[src/rtl/mem_bus_arbiter_pkg.sv]
// constants_pkg: shared widths, FSM state and bus operation types for the memory bus arbiter.
// Provides MBLEN (line width), PHY_LEN (physical address width), LINE_OFS and a line-alignment helper.
package constants_pkg;
    localparam int MBLEN = 128;
    localparam int PHY_LEN = 32;
    localparam int LINE_OFS = 4;
    typedef enum logic [1:0] {IDLE, BUS, ACK} arb_state_t;
    typedef enum logic {OP_LD, OP_ST} mem_op_t;
    function automatic logic [PHY_LEN-1:0] line_align(input logic [PHY_LEN-1:0] a);
        return {a[PHY_LEN-1:LINE_OFS], LINE_OFS'(0)};
    endfunction
endpackage

[src/rtl/mem_bus_arbiter_if.sv]
// data_bus: line-transfer bus between the arbiter (consumer/master) and main memory (slave).
// Signals: addr, ldp/srp (load/store present), srData (store line), ldData (load line), ldr/srr (ready pulses).
interface data_bus;
    import constants_pkg::*;
    logic [PHY_LEN-1:0] addr;
    logic ldp;
    logic srp;
    logic [MBLEN-1:0] srData;
    logic [MBLEN-1:0] ldData;
    logic ldr;
    logic srr;
    modport consumer(output addr, ldp, srp, srData, input ldData, ldr, srr);
    modport master(output addr, ldp, srp, srData, input ldData, ldr, srr);
    modport slave(input addr, ldp, srp, srData, output ldData, ldr, srr);
endinterface

[src/rtl/mem_bus_arbiter_rr_arb2.sv]
// rr_arb2: two-requester round-robin picker holding the last_dc flag.
// Ports: clk, rst, req_ic, req_dc, upd (record the current winner), grant (one-hot: [0]=icache, [1]=dcache).
module rr_arb2 (
    input  logic       clk,
    input  logic       rst,
    input  logic       req_ic,
    input  logic       req_dc,
    input  logic       upd,
    output logic [1:0] grant
);
    logic last_dc;
    // On a conflict dcache wins unless it was the client served last.
    assign grant[1] = req_dc && !(req_ic && last_dc);
    assign grant[0] = req_ic && !grant[1];
    // The winner is recorded at grant; grant is only consulted in IDLE, after the transaction has finished.
    always_ff @(posedge clk) begin
        if (rst) last_dc <= 1'b0;
        else if (upd) last_dc <= grant[1];
    end
endmodule

[src/rtl/mem_bus_arbiter.sv]
// mem_bus_arbiter: arbitrates icache fills and dcache fills/write-backs onto the single data_bus.
// Ports: clk, rst; icache req/addr/ack/rdata; dcache req/we/addr/wdata/ack/rdata; busy; bus (data_bus.consumer).
module mem_bus_arbiter
    import constants_pkg::*;
(
    input  logic               clk,
    input  logic               rst,
    input  logic               ic_req,
    input  logic [PHY_LEN-1:0] ic_addr,
    output logic               ic_ack,
    output logic [MBLEN-1:0]   ic_rdata,
    input  logic               dc_req,
    input  logic               dc_we,
    input  logic [PHY_LEN-1:0] dc_addr,
    input  logic [MBLEN-1:0]   dc_wdata,
    output logic               dc_ack,
    output logic [MBLEN-1:0]   dc_rdata,
    output logic               busy,
    data_bus.consumer          bus
);
    arb_state_t state, state_n;
    mem_op_t op;
    logic sel_dc, start, ready, st;
    logic [1:0] grant;
    rr_arb2 u_arb (.clk(clk), .rst(rst), .req_ic(ic_req), .req_dc(dc_req), .upd(start), .grant(grant));
    assign start = state == IDLE && |grant;
    assign st = grant[1] && dc_we;
    // A ready of the wrong type for the outstanding op is ignored.
    assign ready = state == BUS && (op == OP_LD ? bus.ldr : bus.srr);
    always_ff @(posedge clk) begin
        if (rst) state <= IDLE;
        else state <= state_n;
    end
    always_comb begin
        state_n = state;
        state_n = start ? BUS : ready ? ACK : state == ACK ? IDLE : state;
    end
    always_ff @(posedge clk) begin
        if (rst) begin
            op <= OP_LD;
            sel_dc <= 1'b0;
            busy <= 1'b0;
            ic_ack <= 1'b0;
            dc_ack <= 1'b0;
            ic_rdata <= '0;
            dc_rdata <= '0;
            bus.addr <= '0;
            bus.srData <= '0;
            bus.ldp <= 1'b0;
            bus.srp <= 1'b0;
        end else begin
            busy <= state_n != IDLE;
            ic_ack <= ready && !sel_dc;
            dc_ack <= ready && sel_dc;
            if (start) begin
                sel_dc <= grant[1];
                op <= st ? OP_ST : OP_LD;
                bus.addr <= line_align(grant[1] ? dc_addr : ic_addr);
                bus.srData <= st ? dc_wdata : '0;
                bus.ldp <= !st;
                bus.srp <= st;
            end
            if (ready) begin
                bus.ldp <= 1'b0;
                bus.srp <= 1'b0;
                if (op == OP_LD && sel_dc) dc_rdata <= bus.ldData;
                if (op == OP_LD && !sel_dc) ic_rdata <= bus.ldData;
            end
        end
    end
endmodule

[src/flat_wrapper.sv]
// flat-port wrapper written by rule: the top's interface ports become plain ports
module mem_bus_arbiter_flat import constants_pkg::*;
  (clk, rst, ic_req, ic_addr, ic_ack, ic_rdata, dc_req, dc_we, dc_addr, dc_wdata, dc_ack, dc_rdata, busy, bus_addr, bus_ldp, bus_srp, bus_srData, bus_ldData, bus_ldr, bus_srr);
  data_bus bus_i ();
  input  logic clk;
  input  logic rst;
  input  logic ic_req;
  input  logic [PHY_LEN-1:0] ic_addr;
  output logic ic_ack;
  output logic [MBLEN-1:0] ic_rdata;
  input  logic dc_req;
  input  logic dc_we;
  input  logic [PHY_LEN-1:0] dc_addr;
  input  logic [MBLEN-1:0] dc_wdata;
  output logic dc_ack;
  output logic [MBLEN-1:0] dc_rdata;
  output logic busy;
  output wire logic [$bits(bus_i.addr)-1:0] bus_addr;
  output wire logic [$bits(bus_i.ldp)-1:0] bus_ldp;
  output wire logic [$bits(bus_i.srp)-1:0] bus_srp;
  output wire logic [$bits(bus_i.srData)-1:0] bus_srData;
  input wire logic [$bits(bus_i.ldData)-1:0] bus_ldData;
  input wire logic [$bits(bus_i.ldr)-1:0] bus_ldr;
  input wire logic [$bits(bus_i.srr)-1:0] bus_srr;
  assign bus_addr = bus_i.addr;
  assign bus_ldp = bus_i.ldp;
  assign bus_srp = bus_i.srp;
  assign bus_srData = bus_i.srData;
  assign bus_i.ldData = bus_ldData;
  assign bus_i.ldr = bus_ldr;
  assign bus_i.srr = bus_srr;
  mem_bus_arbiter u_core (.clk(clk), .rst(rst), .ic_req(ic_req), .ic_addr(ic_addr), .ic_ack(ic_ack), .ic_rdata(ic_rdata), .dc_req(dc_req), .dc_we(dc_we), .dc_addr(dc_addr), .dc_wdata(dc_wdata), .dc_ack(dc_ack), .dc_rdata(dc_rdata), .busy(busy), .bus(bus_i));
endmodule
[config.mk]
export PLATFORM = sky130hd
export DESIGN_NAME = mem_bus_arbiter_flat
export DESIGN_NICKNAME = d
export VERILOG_FILES = /design/src/rtl/mem_bus_arbiter_pkg.sv /design/src/rtl/mem_bus_arbiter_if.sv /design/src/rtl/mem_bus_arbiter_rr_arb2.sv /design/src/rtl/mem_bus_arbiter.sv /design/src/flat_wrapper.sv
export SDC_FILE = /design/constraint.sdc
export NUM_CORES = 1
export LEC_CHECK = 0
export ABC_AREA = 1
export CORE_AREA = 2 2 292 294
export CTS_BUF_LIST = sky130_fd_sc_hd__clkbuf_4 sky130_fd_sc_hd__clkbuf_8
export CTS_CLUSTER_SIZE = 40
export DETAILED_ROUTE_END_ITERATION = 7
export DIE_AREA = 0 0 294 296
export PLACE_DENSITY = 0.56
export SYNTH_ARGS = -nofsm -noshare
export SYNTH_HDL_FRONTEND = slang
export SYNTH_SLANG_ARGS = --single-unit
[constraint.sdc]
create_clock -name clk -period 1.5 [get_ports clk]
set_input_delay 0.45 -clock clk [delete_from_list [all_inputs] [get_ports clk]]
set_output_delay 0.45 -clock clk [all_outputs]
set_load 0.01 [all_outputs]
## Word level (Yosys, flattened, before mapping)

Index checks and enable logic that the tools add are counted.

| word-level totals | value |
|---|---|
| input port bits | 327 |
| output and inout port bits | 421 |
| bits in registers | 421 |
| word-level logic and storage cells | 42 |

| operators by class | value |
|---|---|
| bitwise gates (word level) | 1 |
| equal/unequal tests | 2 |
| reduce and logical (&&, ||, !) cells | 20 |
| mux-type cells | 7 |

Operator list:

| kind | number |
|---|---|
| 128-bit 2-to-1 mux | 1 |
| 32-bit 2-to-1 mux | 1 |
| 1-bit logical AND | 10 |
| 2-bit 2-to-1 mux | 3 |
| 1-bit logical NOT | 4 |
| 2-bit AND reduction | 2 |
| 2-bit OR reduction | 2 |
| 2-bit by 1-bit equality test with 1-bit output, second input constant | 1 |
| 2-bit equality test, second input constant | 1 |
| 2-bit logical NOT | 1 |
| 1-bit 2-to-1 mux | 2 |
| 2-bit nonzero test | 1 |
| 1-bit NOT | 1 |

## Longest topological paths before layout

| depth | value |
|---|---|
| depth in word-level cells | 9 |
| depth in mapped cells | 9 |

## Cells and area by module

Synthesis repeated with hierarchy kept, for this count alone.

| unflattened totals | value |
|---|---|
| cells, all modules | 2916 |
| area total of the unflattened synthesis | 19169.6 um^2 |

By module, submodules not included:

| module | cells an instance | area an instance (um^2) | instances |
|---|---|---|---|
| mem_bus_arbiter | 2905 | 19107.1 | 1 |
| rr_arb2 | 11 | 62.6 | 1 |

## Least setup slack after synthesis

OpenSTA, ideal clock, no wires.

| timing | value |
|---|---|
| path type | input port to flip-flop |
| from | input port dc_req |
| to | register u_core.bus.srData[40] |
| path buffers | 2 |
| data required time | 1.372 ns |
| arrival time | 1.314 ns |
| stages | 8 |
| setup slack | 0.059 ns |
| setup time | 0.128 ns |
| path through | inv_1 nand2_1 nand2_1 buf_2 buf_1 nor2_1 nor2_1 nor2_1 |

| between the ends | value |
|---|---|
| word-level cells in the longest chain between the ends | 5 |
| elaborated cells between the ends (all ways) | 7 |
| classes of those cells | mux: 1; reduce/logical: 6 |

RTL lines:

| what | RTL line | RTL |
|---|---|---|
| start, declared | flat_wrapper.sv:11 | `input logic dc_req;` |
| 1-bit logical AND * | mem_bus_arbiter_rr_arb2.sv:13 | `assign grant[1] = req_dc && !(req_ic && last_dc);` |
| 1-bit logical NOT | mem_bus_arbiter_rr_arb2.sv:14 | `assign grant[0] = req_ic && !grant[1];` |
| 1-bit logical AND | mem_bus_arbiter_rr_arb2.sv:14 |  |
| 2-bit OR reduction | mem_bus_arbiter.sv:26 | `assign start = state == IDLE && \|grant;` |
| 1-bit logical AND | mem_bus_arbiter.sv:26 |  |
| end signal, assigned | mem_bus_arbiter.sv:59 | `bus.srData <= st ? dc_wdata : '0;` |
| end, declared | mem_bus_arbiter_if.sv:12 | `modport consumer(output addr, ldp, srp, srData, input ldData, ldr, srr);` |

Every way passes the cells marked *; elsewhere a longest branch is shown, timed or not.
A chain may end at the register's enable or synchronous reset.

## Worst setup path in the final report

| timing | value |
|---|---|
| from | register u_core.ic_rdata[62] |
| to | output port ic_rdata[62] |

RTL lines:

| what | RTL line | RTL |
|---|---|---|
| start, declared | mem_bus_arbiter.sv:11 | `output logic [MBLEN-1:0] ic_rdata,` |
| start signal, assigned | mem_bus_arbiter.sv:67 | `if (op == OP_LD && !sel_dc) ic_rdata <= bus.ldData;` |
| end, declared | flat_wrapper.sv:10 | `output logic [MBLEN-1:0] ic_rdata;` |

No word-level cell between the ends.

==> results.sh <==
export IMPL_synthesis_area_um2=20600
export IMPL_htree_num_levels=3
export IMPL_critPathKind="flop to output pin"
export IMPL_hold_path_class="input pin to flop"
export IMPL_p_int_mw=27.1
export IMPL_p_leak_nw=17.2
export IMPL_cts_buffers=84
export IMPL_dr_pass1_iters=5
export IMPL_totalNegativeSetupSlack_ps=-29540
export IMPL_switching_share_pct=32.8
export IMPL_post_route_util_pct=44.0
export IMPL_synth_top_area_share_pct=41.0
export IMPL_r2r_start="u_core.op$_SDFFE_PP0P_"
export IMPL_cts_root_buffer="clkbuf_8"
export IMPL_p_per_area_nw_per_um2=1090
export IMPL_routabilityCongestion=0.843
export IMPL_path_max_fanout=2
export IMPL_rr_worst_depth=9
export IMPL_rr_endpoint="u_core.ic_rdata[125]$_SDFFE_PP0P_"
export IMPL_hold_violations=0
export IMPL_reg2reg_slack_ps=-50
export IMPL_num_rows=107
export IMPL_crit_path_start_kind="flop"
export IMPL_ios=748
export IMPL_synth_flop_cell="dfxtp_1"
export IMPL_worstHoldStart="rst"
export IMPL_vias=23120
export IMPL_drtIter0Drc=1058
export IMPL_grt_pass1_vias=20865
export IMPL_area_growth_pct=80.4
export IMPL_p_seq_share_pct=32.2
export IMPL_clkTransAtPathRegs_ps=60
export IMPL_routedWlPerCell_um=17.4
export IMPL_hold_depth=4
export IMPL_dieArea_um2=87000
export IMPL_coreArea_um2=84200
export IMPL_synth_top_cell_by_area="dfxtp_1"
export IMPL_numClockSinks=421
export IMPL_ant_nets=0
export IMPL_worstHoldEndpoint="u_core.dc_rdata[68]$_SDFFE_PP0P_"
export IMPL_hpwl_um=60600
export IMPL_layout_nets=4550
export IMPL_violations="negative setup slack"
export IMPL_async_reset_ff_share_pct=0
export IMPL_path_delay_family="flip-flops"
export IMPL_layout_cells_non_filler=5383
export IMPL_clockBufferDepth=3
export IMPL_synthCells=3338
export IMPL_synthTopCellsByCount="860 x nor2_1, 784 x inv_1, 583 x nand2_1"
export IMPL_ys_top_cells_by_area="dfxtp_1 41%, nor2_1 16%, inv_1 14%"
export IMPL_dpl_cell_area_um2=30500
export IMPL_clkPwrFrac_pct=33.3
export IMPL_n_fill_cell=8455
export IMPL_net_switching_power_mw=13.2
export IMPL_status="complete, but fails checks"
export IMPL_finalCriticalPeriod_ps=1610
export IMPL_synthMostInstantiatedCell="nor2_1"
export IMPL_layout_setup_ws_ps=-112
export IMPL_ys_seq_area_share_pct=41.0
export IMPL_finalSetupViolCount=508
export IMPL_grt_first_pass_wirelength_um=126000
export IMPL_ys_types=16
export IMPL_crit_required_ps=1050
export IMPL_stdcell_area_um2=37100
export IMPL_drv_slew=0
export IMPL_die_h_um=296
export IMPL_wirelength_um=93800
export IMPL_clock_latency_ps=670
export IMPL_worstPathCellList="buf_6"
export IMPL_synth_warning_count=0
export IMPL_synth_seq_cells=421
export IMPL_synth_edf_count=0
export IMPL_slowest_stage="dfxtp_4"
export IMPL_io_buffers=735
export IMPL_vias_per_cell=4.30
export IMPL_grt_max_degree=70
export IMPL_arrival_ps=1160
export IMPL_place_inst=5090
export IMPL_grt_overflow_total=0
export IMPL_drive_above_1_share_pct=36.5
export IMPL_cts_tree="yes"
export IMPL_ctsHoldBuffers=0
export IMPL_dp_slack_ps=-579
export IMPL_power_frac_comb_pct=34.4
export IMPL_drc_errors=0
export IMPL_antenna_found_initial=15
export IMPL_critPathBufInv=1
export IMPL_track_usage_pct=18.8
export IMPL_fp_dieW_um=294
export IMPL_irDropWorstVdd_uv=753
export IMPL_avgSynthCellArea_um2=6.16
export IMPL_end_kind="output pin"
export IMPL_finClkSkew_ps=28.1
export IMPL_slowest_delay_ps=360
export IMPL_fmaxAchievable_ghz=0.620
export IMPL_grt_setup_unrepaired="yes"
export IMPL_drv_cap=0
export IMPL_start_util_pct=24.4
export IMPL_fin_crit_sh_pct=107
[cells by family after synthesis]
family / count (synthesis) / synth area share (%)
AO/OA/AOI/OAI: 33 / 0.803
buffers and inverters: 1050 / 20.0
flip-flops: 421 / 41.0
other: 1 / 0.0182
AND/OR/NAND/NOR: 1833 / 38.2
[per-layer routing]
| layer | GRT usage, % | vias to the layer above | routed length [um] |
|---|---|---|---|
| li1 | - | 11708 | - |
| met1 | 21.4 | 10441 | 36500 |
| met2 | 32.1 | 790 | 45500 |
| met3 | 6.98 | 169 | 8880 |
| met4 | 6.96 | 12 | 2830 |
| met5 | 0 | - | 89 |
[power by group through the flow]
stage | registers [mW] | clock network [mW] | logic (mW)
floorplan | 13.2 | 0 | 4.35
global placement | 12.8 | 0 | 10.2
detailed placement | 12.9 | 0 | 10.2
CTS | 13.0 | 13.9 | 11.1
global route | 13.1 | 14.4 | 14.9
finish | 13.0 | 13.5 | 13.9
[final cells by class]
type	instances	area, um^2	area share (%)
antenna	8	20.0	0.0540
clock buffer	131	1610	4.34
clock inverter	17	275	0.742
inverter	806	3040	8.20
multi-input combinational	1870	9140	24.6
sequential	421	8970	24.2
tap	1090	1360	3.68
timing repair buffer	1040	12700	34.2
[metrics by stage]
| stage | hold WS, ps | total power, mW |
|---|---|---|
| finish | 141 | 40.3 |
| global route | 112 | 42.4 |
| CTS | 58.5 | 38.0 |
| detailed placement | 476 | 23.1 |
| global placement | 461 | 23.0 |
| floorplan | 468 | 17.6 |
[state kept, by name, indices dropped and copies added (netlist names)]
signal             count
u_core.bus.srData    128
u_core.bus.addr       28
u_core.bus.ldp         1
u_core.sel_dc          1
u_core.dc_rdata      128
u_core.state           2
u_core.dc_ack          1
u_core.ic_ack          1
u_core.bus.srp         1
u_core.ic_rdata      128
u_core.busy            1
u_core.op              1
[how the worst max path moves through the flow]
stage	startpoint	to	slack (ps)	cells after the start
CTS	u_core.ic_rdata[62]$_SDFFE_PP0P_	ic_rdata[62]	-210	1
finish	u_core.ic_rdata[62]$_SDFFE_PP0P_	ic_rdata[62]	-110	1
global route	u_core.bus.addr[13]$_SDFFE_PP0P_	bus_addr[13]	-200	1
detailed placement	ic_req	u_core.bus.srData[88]$_SDFFE_PP0P_	-580	8
floorplan	dc_req	u_core.bus.srData[40]$_SDFFE_PP0P_	60	8
global placement	ic_req	u_core.bus.srData[88]$_SDFFE_PP0P_	-550	8
[layout by cell type, fill, tap and decap left out, drive strengths merged]
| master | instances |
|---|---|
| clkinv | 6 |
| clkbuf | 180 |
| dfxtp | 421 |
| nand4 | 384 |
| conb | 4 |
| diode | 8 |
| nand3 | 3 |
| bufinv | 5 |
| clkdlybuf4s50 | 315 |
| o21ai | 31 |
| a21oi | 2 |
| nor2 | 861 |
| buf | 676 |
| nor3 | 2 |
| inv | 812 |
| nand2 | 583 |
[timing repair]
item | CTS | global route
gates cloned | 10 | 55
buffers inserted | 23 | 54
resized for setup | 2669 | 411
endpoints found under the setup margin | 783 | 800
pin swaps | 8 | 234
Note: power is estimated with default switching activity, not from simulation.
